`src/rtl/exec_step_ctrl.sv`:
```
`default_nettype none
// ============================================================================
// Module      : exec_step_ctrl
// Description : Step/run sequencer producing the datapath advance pulse, with
//               PC breakpoint, halt-on-overflow and retired-instruction count.
// Revision    : 1.0
// ============================================================================
module exec_step_ctrl #(
  parameter int RUN_DIV = 4,
  parameter int PC_W    = 9
) (
  input  logic            clk,
  input  logic            reset_n,
  input  logic            step_req,
  input  logic            run_req,
  input  logic            halt_req,
  input  logic            bp_en,
  input  logic [PC_W-1:0] bp_addr,
  input  logic            ovf_halt_en,
  input  logic [PC_W-1:0] pc,
  input  logic            ovf_in,
  output logic            step_en,
  output logic            running,
  output logic [1:0]      state,
  output logic [1:0]      halt_cause,
  output logic [15:0]     instr_count
);

  localparam int CNT_W = (RUN_DIV > 1) ? $clog2(RUN_DIV) : 1;
  localparam logic [CNT_W-1:0] DIV_LAST = CNT_W'(RUN_DIV - 1);

  localparam logic [1:0] CAUSE_MANUAL = 2'b01;
  localparam logic [1:0] CAUSE_BREAK  = 2'b10;
  localparam logic [1:0] CAUSE_OVF    = 2'b11;

  typedef enum logic [1:0] {
    S_HALTED = 2'b00,
    S_STEP   = 2'b01,
    S_RUN    = 2'b10,
    S_BREAK  = 2'b11
  } state_t;

  state_t           state_q, state_d;
  logic             step_en_q, step_en_d;
  logic             running_q;
  logic [1:0]       cause_q, cause_d;
  logic [CNT_W-1:0] div_q, div_d;
  logic             skip_q, skip_d;
  logic             step_prev_q, run_prev_q;
  logic [15:0]      count_q;

  logic step_rise, run_rise, issue, bp_hit, ovf_hit;

  assign step_rise = step_req & ~step_prev_q;
  assign run_rise  = run_req & ~run_prev_q;
  assign issue     = (div_q == DIV_LAST);
  assign bp_hit    = bp_en & (pc == bp_addr) & ~skip_q;
  assign ovf_hit   = ovf_in & ovf_halt_en;

  always_comb begin
    state_d   = state_q;
    step_en_d = 1'b0;
    cause_d   = cause_q;
    div_d     = div_q;
    skip_d    = skip_q;
    case (state_q)
      S_HALTED: begin
        if (step_rise) begin
          state_d   = S_STEP;
          step_en_d = 1'b1;
        end else if (run_rise) begin
          state_d = S_RUN;
          div_d   = '0;
          skip_d  = 1'b1;
        end
      end
      S_STEP: begin
        state_d = S_HALTED;
        if (ovf_hit) cause_d = CAUSE_OVF;
      end
      S_RUN: begin
        // Halt wins over everything; a breakpoint suppresses the pulse.
        if (halt_req) begin
          state_d = S_HALTED;
          cause_d = CAUSE_MANUAL;
          div_d   = '0;
        end else if (issue) begin
          div_d = '0;
          if (bp_hit) begin
            state_d = S_BREAK;
            cause_d = CAUSE_BREAK;
          end else begin
            step_en_d = 1'b1;
            skip_d    = 1'b0;
            if (ovf_hit) begin
              state_d = S_HALTED;
              cause_d = CAUSE_OVF;
            end
          end
        end else begin
          div_d = div_q + CNT_W'(1);
        end
      end
      S_BREAK: begin
        if (step_rise) begin
          state_d   = S_STEP;
          step_en_d = 1'b1;
        end else if (run_rise) begin
          state_d = S_RUN;
          div_d   = '0;
          skip_d  = 1'b1;
        end else if (halt_req) begin
          state_d = S_HALTED;
        end
      end
      default: state_d = S_HALTED;
    endcase
  end

  always_ff @(posedge clk or negedge reset_n) begin
    if (!reset_n) begin
      state_q     <= S_HALTED;
      step_en_q   <= 1'b0;
      running_q   <= 1'b0;
      cause_q     <= 2'b00;
      div_q       <= '0;
      skip_q      <= 1'b0;
      step_prev_q <= 1'b0;
      run_prev_q  <= 1'b0;
      count_q     <= 16'h0000;
    end else begin
      state_q     <= state_d;
      step_en_q   <= step_en_d;
      running_q   <= (state_d == S_RUN);
      cause_q     <= cause_d;
      div_q       <= div_d;
      skip_q      <= skip_d;
      step_prev_q <= step_req;
      run_prev_q  <= run_req;
      count_q     <= count_q + 16'(step_en_q);
    end
  end

  assign step_en     = step_en_q;
  assign running     = running_q;
  assign state       = state_q;
  assign halt_cause  = cause_q;
  assign instr_count = count_q;

endmodule
`default_nettype wire

```
`config.mk`:
```
export PLATFORM = sky130hd
export DESIGN_NAME = exec_step_ctrl
export DESIGN_NICKNAME = d
export VERILOG_FILES = /design/src/rtl/exec_step_ctrl.sv
export SDC_FILE = /design/constraint.sdc
export NUM_CORES = 1
export LEC_CHECK = 0
export ABC_AREA = 1
export CELL_PAD_IN_SITES_DETAIL_PLACEMENT = 1
export CELL_PAD_IN_SITES_GLOBAL_PLACEMENT = 2
export CORE_MARGIN = 8
export CORE_UTILIZATION = 26
export CTS_CLUSTER_SIZE = 16
export DETAILED_ROUTE_END_ITERATION = 10
export PLACE_DENSITY = 0.91
export SLEW_MARGIN = 10
export SYNTH_ARGS = -nofsm -noshare
export SYNTH_HDL_FRONTEND = slang
export SYNTH_SLANG_ARGS = --single-unit
```
`constraint.sdc`:
```
create_clock -name clk -period 2.04 [get_ports clk]
set_clock_uncertainty 0.05 [all_clocks]
set_input_delay 0.51 -clock clk [delete_from_list [all_inputs] [get_ports clk]]
set_output_delay 0.51 -clock clk [all_outputs]
set_load 0.03 [all_outputs]
```
# Word level (Yosys, flattened, before mapping)
# Cells that the tools add are included.
[word_totals]
in_bits = 26
output_inout_bits = 22
word_cells = 69
ff_bits = 27
[classes]
n_eq_ne = 12
n_reduce_logical = 7
bitwise_logic = 8
n_addsub = 2
n_mux = 31
[ops]
columns = ["operator", "count"]
rows = [
  ["2-to-1 mux 2 bit", 17],
  ["adder 16 x 1 -> 16 bit", 1],
  ["== test 9 bit", 1],
  ["2-to-1 mux 1 bit", 9],
  ["== test 2 bit, second input constant", 4],
  ["!= test 2 bit, second input constant", 4],
  ["case mux 2 bit (2 select lines)", 2],
  ["case mux 2 bit (4 select lines)", 1],
  ["AND reduction 6 bit", 1],
  ["AND 1 bit", 5],
  ["case mux 1 bit (2 select lines)", 2],
  ["nonzero test 2 bit", 2],
  ["!= test 3 bit, second input constant", 1],
  ["inverter 1 bit", 3],
  ["AND reduction 3 bit", 1],
  ["adder 2 x 1 -> 2 bit, second input constant", 1],
  ["== test 2 x 1 -> 1 bit, second input constant", 1],
  ["zero test 2 bit", 1],
  ["!= test 2 x 1 -> 1 bit, second input constant", 1],
  ["AND reduction 2 bit", 1],
  ["OR reduction 2 bit", 1],
]

# Logic depth before layout (Yosys ltp)
# Gate-level depths: netlist of the first run.
[depth]
ltp_word = 8
mapped_depth = 12
mapped_depth_nobuf = 12

# Worst setup path before layout of the first run
# No wires, ideal clock.
[synth_timing]
path_type = "flip-flop to flip-flop"
startpoint = "register count_q[0] (netlist: instr_count[0])"
endpoint = "register count_q[14] (netlist: instr_count[14])"
arrival_ps = 1700
required_time_ps = 1910
synth_period_minus_slack_ps = 1830
setup_time_ps = 80
path_buffers = 0
path_stages_with_launch = 10
slack_ps = 210
path_cell_list = "dfrtp_1 -> ha_1 -> ha_1 -> nand2_1 -> nor2_2 -> nand3_2 -> nor2_2 -> nand3_2 -> nor3_2 -> xor2_1"
[synth_via]
elab_chain_len = 1
[synth_lines]
columns = ["item", "line", "source"]
rows = [
  ["from (decl)", "50", "logic [15:0] count_q;"],
  ["from (signal assigned)", "140", "count_q <= count_q + 16'(step_en_q);"],
  ["adder 16 x 1 -> 16 bit", "140", ""],
]
# Every way passes these cells.
# A chain may end at the register's enable or synchronous reset.

# Worst setup path in the final report of the first run
[layout_timing]
startpoint = "register state_q[0] (netlist: state[0])"
endpoint = "output state[0]"
[layout_lines]
columns = ["item", "line", "source"]
rows = [
  ["from (decl)", "43", "state_t state_q, state_d;"],
  ["from (signal assigned)", "132", "state_q <= state_d;"],
  ["to (decl)", "24", "output logic [1:0] state,"],
]
# No word-level cell between the ends.

==> results of run 1 <==
-- cell type report --
| cell class | count | area (um^2) | area share [%] |
|---|---|---|---|
| well taps | 75 | 93.8 | 4.37 |
| multi-input cells | 124 | 719 | 33.5 |
| clock buffers | 4 | 45.0 | 2.10 |
| flip-flops and latches | 27 | 676 | 31.4 |
| repair buffers | 48 | 484 | 22.5 |
| inverters | 30 | 131 | 6.11 |
-- power breakdown --
group	internal, mW	leakage (nW)	switching (mW)
clock	0.140	0.0228	0.155
combinational	0.371	0.692	0.544
sequential	0.652	0.352	0.111
-- state kept, by name, summed over array words and instances (netlist names) --
name / cells
skip_q: 1
instr_count: 16
halt_cause: 2
run_prev_q: 1
state: 2
div_q: 2
step_en: 1
running: 1
step_prev_q: 1
-- stage by stage --
step,hold WS [ns],util (%),cells
final,0.425,37.2,308
after CTS,0.433,37.1,308
after detailed placement,0.419,36.3,304
after floorplan,0.164,-,181
after global routing,0.466,37.2,308
after global placement,0.410,36.3,304
-- worst max-delay path by stage --
| stage | from | to | slack (ns) | cells after the start |
|---|---|---|---|---|
| 2_1_floorplan | instr_count[0] | instr_count[14] | 0.21 | 9 |
| 3_3_place_gp | bp_addr[8] | halt_cause[0] | 0.04 | 12 |
| 3_5_place_dp | bp_addr[8] | halt_cause[0] | 0.01 | 12 |
| 4_1_cts | instr_count[10] | instr_count[10] | 0.0002 | 1 |
| 5_1_grt | instr_count[5] | instr_count[5] | 0.003 | 1 |
| 6_report | state[0] | state[0] | 0.07 | 1 |
-- cell usage after synthesis (4+ instances only) --
master and number:
dfrtp_1 27, nand3_1 6, inv_1 25, or2_1 4, nand4_1 5, xor2_1 8, o21ai_1 6, nand2_1 41
xnor2_1 8, o21ai_0 7, nor2_1 17, ha_1 7
-- metal layers --
| metal | global-route usage (%) | up-vias |
|---|---|---|
| li1 | - | 663 |
| met1 | 11.6 | 600 |
| met2 | 16.6 | 14 |
| met3 | 2.02 | 2 |
| met4 | 2.01 | 0 |
| met5 | 0 | - |
-- what timing repair did --
item | CTS | global route
gates cloned | 0 | 0
setup endpoints to repair | 1 | 3
resized for setup | 1 | 3
setup buffers | 0 | 0
hold endpoints to repair | 0 | 0
-- kinds of logic (layout without fill, tap and decap cells) --
| group | Yosys count | in the layout | share of synthesized area, % |
|---|---|---|---|
| adders and majority gates | 7 | 7 | 5.74 |
| DFF | 27 | 27 | 44.3 |
| xor gates and xnor gates | 16 | 16 | 9.18 |
| buffers and inverters | 30 | 82 | 8.61 |
| and+or+nand+nor | 85 | 85 | 26.8 |
| AOI/OAI and AO/OA | 16 | 16 | 5.41 |
-- cells in the final DEF (no fill, tap or decap), drive strengths merged --
master	count
clkdlybuf4s50	43
nand2	43
inv	29
dfrtp	27
nor2	22
o21ai	13
nand3	9
xnor2	8
xor2	8
ha	7
nand4	5
or2	4
clkbuf	4
dlymetal6s2s	3
a21oi	2
bufinv	1
nor3	1
o21a	1
and2	1
dlygate4sd2	1
buf	1
==> flow_summary.toml, run 1 <==
[worst_setup_path]
crit_type = "reg -> out"
crit_path_end_kind = "output port"
slowest_delay_ns = 0.71
crit_family = "buffers and inverters"
cp_num_buf_inv = 1
slowest_stage = "clkdlybuf4s50_1"
rr_startpoint = "instr_count[0]"
crit_fanout = 5
regToRegSetupSlack_ns = 0.27
reg2regPathDepth = 9
r2r_end = "instr_count[14]"
worst_ep_required_time_ns = 1.48
crit_path_start_kind = "register"
crit_chain = "clkdlybuf4s50_1"
critical_path_arrival_ns = 1.41

[clock_network]
clk_pin_slew_worst_paths_ns = 0.09
cts.path.max_buffers = 2
htreeDepth = 1
cts_inserted_buffers = 3
clock_latency_ns = 0.26
cts_tree = "built"
root_buffer = "clkbuf_8"
hold_buffers = 0
clock_sinks = 27

[timing]
worst_pin_slew_ns = 0.347
finalHoldViolCount = 0
finalSetupViolCount = 0
timing.final.ws_setup_ns = 0.0724
fmax_mhz = 508
rsz0062_at_grt = "no"
finalCriticalPeriod_ns = 1.97
relSlewSlack_pct = 76.9
setup_tns_ns = 0
maxSlewViolCount = 0
fin_crit_sh_pct = 96.5

[global_route]
grt_first_pass_wirelength_mm = 6.70
grt_remaining_overflow = 0
grt_pass1_vias = 1379
antenna_found_initial = 0
grt_max_degree = 28
grt_util_all_layers_pct = 9.48

[final_layout]
fillers = 698
stdcell_area_um2 = 2150
final_nets = 267
drive_above_1_share_pct = 8.58
area_delta_synth_final_pct = 40.8
diodes = 0

[routing]
met2_length_mm = 1.91
wl_met1_mm = 1.71
via_per_inst = 4.15
detail-route-antenna-nets = 0
vias = 1279
top_layer = "met4"
dr.pass1.iters = 4
drc = 0
post_drt_wl_per_cell_um = 12.2
dr_wl_met3_um = 111
drtIter0Drc = 50
drt-total-wl_mm = 3.77

[pwr]
vdd_drop_max_v = 0.000493
power_density_nw_per_um2 = 918
power_leakage_nw = 1.07
fin_total_pwr_mw = 1.97

[synthesis]
yosysTopAreaCell = "dfrtp_1"
synthArstFlopShare_pct = 100
synth-edff-count = 0
yosys_register_bits = 27
syn-num-nets = 214
netlist_area_um2 = 1530
ys_seq_area_share_pct = 44.3
yosysTopAreaCellShare_pct = 44.3
synth_cells = 181
yosys_warnings = 0
syn_area_per_cell_um2 = 8.43
synth_cell_types = 24
synth_area_leaders = "dfrtp_1 (44%), nand2_1 (10%), inv_1 (6.1%)"
ys.flop_type = "dfrtp_1"

[run]
drv_cap = 0

[place]
pre_cts_ws_ns = 0.0145
port_buffers = 47
gp_congestion = 0.737
placed_cell_area_um2 = 2100
dp_hpwl_mm = 3.17

[floorplanning]
initial_core_util_pct = 26.4
core-area_um2 = 5780
die_w_um = 92.6
die_h_um = 92.6
pin_count = 48
dieArea_um2 = 8580
num_rows = 28

[hold_path]
worstHoldEndpoint = "instr_count[15]"
hp-start = "instr_count[15]"
hold_path.class = "reg -> reg"
holdPathStages = 1

[run_status]
status = "complete, no violations"
(Power assumes the default switching activity.)
==> run 2: changes to the inputs <==
Settings changed: ABC_CLOCK_PERIOD_IN_PS from default to 1900, PLACE_DENSITY 0.91 to default, PLACE_DENSITY_LB_ADDON from default to 0.1.
Clock period 2.04 ns to 1.9 ns, I/O delays scaled along.
==> flow_summary.toml, run 2 (synthesized netlist as in run 1, its figures left out) <==
[routing]
dr.pass1.iters = 4
drtIter0Drc = 24
drt-total-wl_mm = 4.00
detail-route-antenna-nets = 0
post_drt_wl_per_cell_um = 12.8
drc = 0
via_per_inst = 4.24
vias = 1322

[timing]
finalHoldViolCount = 0
relSlewSlack_pct = 76.0
setup_tns_ns = 0
rsz0062_at_grt = "yes"
fin_crit_sh_pct = 97.8
maxSlewViolCount = 0
finalCriticalPeriod_ns = 1.86
finalSetupViolCount = 0
timing.final.ws_setup_ns = 0.0420
worst_pin_slew_ns = 0.360
fmax_mhz = 538

[clock_network]
root_buffer = "clkbuf_8"
clock_sinks = 27
cts_inserted_buffers = 3
cts.path.max_buffers = 2
clock_latency_ns = 0.28
htreeDepth = 1
clk_pin_slew_worst_paths_ns = 0.09
cts_tree = "built"
hold_buffers = 0

[global_route]
grt_max_degree = 28
grt_first_pass_wirelength_mm = 7.20
grt_pass1_vias = 1468
antenna_found_initial = 0
grt_util_all_layers_pct = 10.3
grt_remaining_overflow = 0

[final_layout]
area_delta_synth_final_pct = 44.1
diodes = 0
drive_above_1_share_pct = 12.7
final_nets = 271
final_util_pct = 38.1
final_common_cell = "nand2_1"
layout_common_cells = "nand2_1 (41), clkdlybuf4s50_1 (29), dfrtp_1 (27), inv_1 (25), nor2_1 (13)"
fillers = 693
largest_reg_flops = 16

[place]
pre_cts_ws_ns = -0.179
gp_congestion = 0.790
dp_hpwl_mm = 3.29
port_buffers = 47

[worst_setup_path]
worst_ep_required_time_ns = 1.37
rr_startpoint = "step_en"
crit_family = "buffers and inverters"
slowest_stage = "clkdlybuf4s50_1"
crit_path_start_kind = "register"
regToRegSetupSlack_ns = 0.11
cp_num_buf_inv = 1
slowest_delay_ns = 0.69
critical_path_arrival_ns = 1.33
crit_chain = "clkdlybuf4s50_1"
crit_path_end_kind = "output port"
setup.worst_path.start = "step_en"
crit_type = "reg -> out"
crit_fanout = 2

[floorplanning]
num_rows = 28
initial_core_util_pct = 26.4
core-area_um2 = 5780
pin_count = 48
die_h_um = 92.6
die_w_um = 92.6
dieArea_um2 = 8580

[run_status]
status = "complete, no violations"

[pwr]
power_density_nw_per_um2 = 970
power_leakage_nw = 1.15
vdd_drop_max_v = 0.000554
fin_total_pwr_mw = 2.13

[run]
drv_cap = 0

[hold_path]
hp-start = "instr_count[15]"
hold_path.class = "reg -> reg"
==> run 2: what timing repair did <==
action | 4_1_cts | 5_1_grt
resized for setup | 12 | 13
endpoints found under the setup margin | 12 | 14
setup buffers | 0 | 1
pin swaps | 0 | 1
==> run 2: worst paths after layout <==
path                                    to  cells past startpoint
max reg2reg                instr_count[14]                      9
max                                step_en                      1
min reg2reg                instr_count[15]                      1
min                        instr_count[15]                      1
min in group asynchronous   instr_count[3]                      2
max in group asynchronous         div_q[1]                      2
==> run 2: cell type report <==
cell class                      count  area, um^2  share of cell area, %
Multi-Input combinational cell    124         744                   33.8
Clock inverter                      1        5.00                  0.228
Clock buffer                        3        41.3                   1.88
Tap cell                           75        93.8                   4.27
Timing Repair Buffer               52         508                   23.1
Inverter                           30         131                   5.97
Sequential cell                    27         676                   30.7
==> run 2: where the power goes <==
| group | switching [mW] | internal [mW] |
|---|---|---|
| sequential | 0.106 | 0.700 |
| clock | 0.183 | 0.147 |
| combinational | 0.606 | 0.390 |
==> run 2: metrics by stage <==
step	cell area [um^2]	hold WS, ns	instances
3_3_place_gp	2120	0.410	307
6_report	2200	0.427	312
2_1_floorplan	1530	0.129	181
3_5_place_dp	2120	0.417	307
5_1_grt	2200	0.460	312
4_1_cts	2150	0.441	311
==> run 2: routing by layer <==
layer  wire length (um)  up-vias  track usage [%]
met1               1730      629             11.9
met3                182        4             3.07
met4                 45        0             2.82
met5                  0        -                0
met2               2040       23             18.1
li1                   -      666                -
==> run 2: worst register-to-register path: stages (launching register included) <==
cell,delay (ns)
dfrtp_1,0.37
ha_2,0.21
ha_1,0.19
nand2_1,0.08
nor2_2,0.15
nand3_2,0.12
nor2_4,0.14
nand3_4,0.10
nor3_2,0.13
xor2_1,0.18
==> run 3: changes to the inputs <==
--- a/config.mk
+++ b/config.mk
@@ -8,3 +8,3 @@
 export ABC_AREA = 1
-export ABC_CLOCK_PERIOD_IN_PS = 1900
+export ABC_CLOCK_PERIOD_IN_PS = 2000
 export CELL_PAD_IN_SITES_DETAIL_PLACEMENT = 1
@@ -15,3 +15,3 @@
 export DETAILED_ROUTE_END_ITERATION = 10
-export PLACE_DENSITY_LB_ADDON = 0.1
+export PLACE_DENSITY = 0.77
 export SLEW_MARGIN = 10
==> constraint.sdc (replaced) <==
create_clock -name clk -period 2 [get_ports clk]
set_clock_uncertainty 0.05 [all_clocks]
set_input_delay 0.3 -clock clk [delete_from_list [all_inputs] [get_ports clk]]
set_output_delay 0.3 -clock clk [all_outputs]
set_load 0.03 [all_outputs]
==> flow_summary.toml, run 3 (synthesized netlist as in run 1, its figures left out) <==
[run_status]
status = "complete, no violations"

[worst_setup_path]
rr_startpoint = "step_en"
reg2regPathDepth = 9
crit_type = "reg -> out"
crit_family = "buffers and inverters"
crit_chain = "clkdlybuf4s50_1"
slowest_stage = "clkdlybuf4s50_1"
regToRegSetupSlack_ns = 0.23
cp_num_buf_inv = 1
slowest_delay_ns = 0.72
crit_fanout = 6
crit_path_start_kind = "register"
r2r_end = "instr_count[14]"
crit_path_end_kind = "output port"
critical_path_arrival_ns = 1.46
worst_ep_required_time_ns = 1.65

[timing]
maxSlewViolCount = 0
setup_tns_ns = 0
rsz0062_at_grt = "no"
worst_pin_slew_ns = 0.348
finalCriticalPeriod_ns = 1.81
relSlewSlack_pct = 76.8
fin_crit_sh_pct = 90.6
finalHoldViolCount = 0
fmax_mhz = 552
finalSetupViolCount = 0

[floorplanning]
pin_count = 48
dieArea_um2 = 8580
core-area_um2 = 5780
die_w_um = 92.6
num_rows = 28
initial_core_util_pct = 26.4
die_h_um = 92.6

[place]
dp_hpwl_mm = 3.12
gp_congestion = 0.685
placedCellCount = 306
port_buffers = 47

[routing]
drt-total-wl_mm = 3.73
dr.pass1.iters = 4
via_per_inst = 4.17
detail-route-antenna-nets = 0
drc = 0
vias = 1292
drtIter0Drc = 32
post_drt_wl_per_cell_um = 12.0

[pwr]
power.internal_mw = 1.22
power_frac_seq_pct = 36.5
vdd_drop_max_v = 0.000537
power_density_nw_per_um2 = 952
power_leakage_nw = 1.02
fin_total_pwr_mw = 2.06
switching_power_mw = 0.848
power_frac_comb_pct = 48.2
p_clk_share_pct = 15.3
p_sw_share_pct = 41.1

[final_layout]
instances_no_fill = 310
final_common_cell = "clkdlybuf4s50_1"
drive_above_1_share_pct = 10.2
diodes = 0
layout_common_cells = "clkdlybuf4s50_1 (47), nand2_1 (41), dfrtp_1 (27), inv_1 (25), nor2_1 (16)"
largest_reg_flops = 16
area_delta_synth_final_pct = 42.0
final_nets = 269
final_util_pct = 37.5

[clock_network]
cts_setup_buffers = 0
htreeDepth = 1
root_buffer = "clkbuf_8"
cts.repair.resized = 0
cts_inserted_buffers = 3
cts.path.max_buffers = 2
clk_pin_slew_worst_paths_ns = 0.10
clock_latency_ns = 0.28
cts_tree = "built"
hold_buffers = 0
clock_sinks = 27

[hold_path]
hold_path.class = "in -> async"

[global_route]
grt_util_all_layers_pct = 9.02
grt_remaining_overflow = 0
grt_busiest_layer = "met2"
use_met1_pct = 11.3
grt_first_pass_wirelength_mm = 6.36
antenna_found_initial = 0
grt_pass1_vias = 1349
met2_usage_pct = 14.9
grt_use_met3_pct = 2.51
grt_max_degree = 28

[run]
drv_cap = 0
[run 3: changes by cell type in the layout (fill, tap and decap cells not counted), moves of 2 or more]
cell / previous run / this run
buf_4: 5 / 3
dlymetal6s2s_1: 6 / 0
dlygate4sd2_1: 12 / 0
clkdlybuf4s50_1: 29 / 47
nor2_1: 13 / 16
nor2_2: 6 / 3
[run 3: layout make-up]
type	instances	area, um^2
Clock buffer	3	41.3
Timing Repair Buffer	50	493
Multi-Input combinational cell	124	727
Sequential cell	27	676
Tap cell	75	93.8
Clock inverter	1	5.00
Fill cell	720	3610
Inverter	30	131
[run 3: worst max path at each step]
stage	slack [ns]	end	cells past startpoint	from
floorplan	0.17	instr_count[14]	9	instr_count[0]
global placement	0.16	halt_cause[0]	12	pc[7]
detailed placement	0.14	halt_cause[0]	12	bp_addr[8]
CTS	0.16	instr_count[10]	1	instr_count[10]
global route	0.03	instr_count[14]	9	step_en
finish	0.19	instr_count[10]	1	instr_count[10]
[run 3: metrics by stage]
step                cell area, um^2  worst slack (ns)  hold slack [ns]
global route                   2170            0.0264            0.362
detailed placement             2110             0.141            0.416
floorplan                      1530             0.170          -0.0456
global placement               2110             0.164            0.410
finish                         2170             0.187            0.332
CTS                            2160             0.160            0.350
[run 3: power by group through the flow]
stage,Sequential (mW),Combinational (mW),Clock (mW)
5_1_grt,0.776,1.12,0.347
2_1_floorplan,0.947,0.413,0
3_3_place_gp,0.767,0.993,0
6_report,0.754,0.994,0.315
3_5_place_dp,0.769,1.00,0
4_1_cts,0.758,1.01,0.336
[run 3: layer usage]
layer  up-vias  part of all wire (%)
met2        17                    49
met1       604                    46
met5         -                     0
met3         4                   4.7
li1        667                     -
met4         0                  0.86
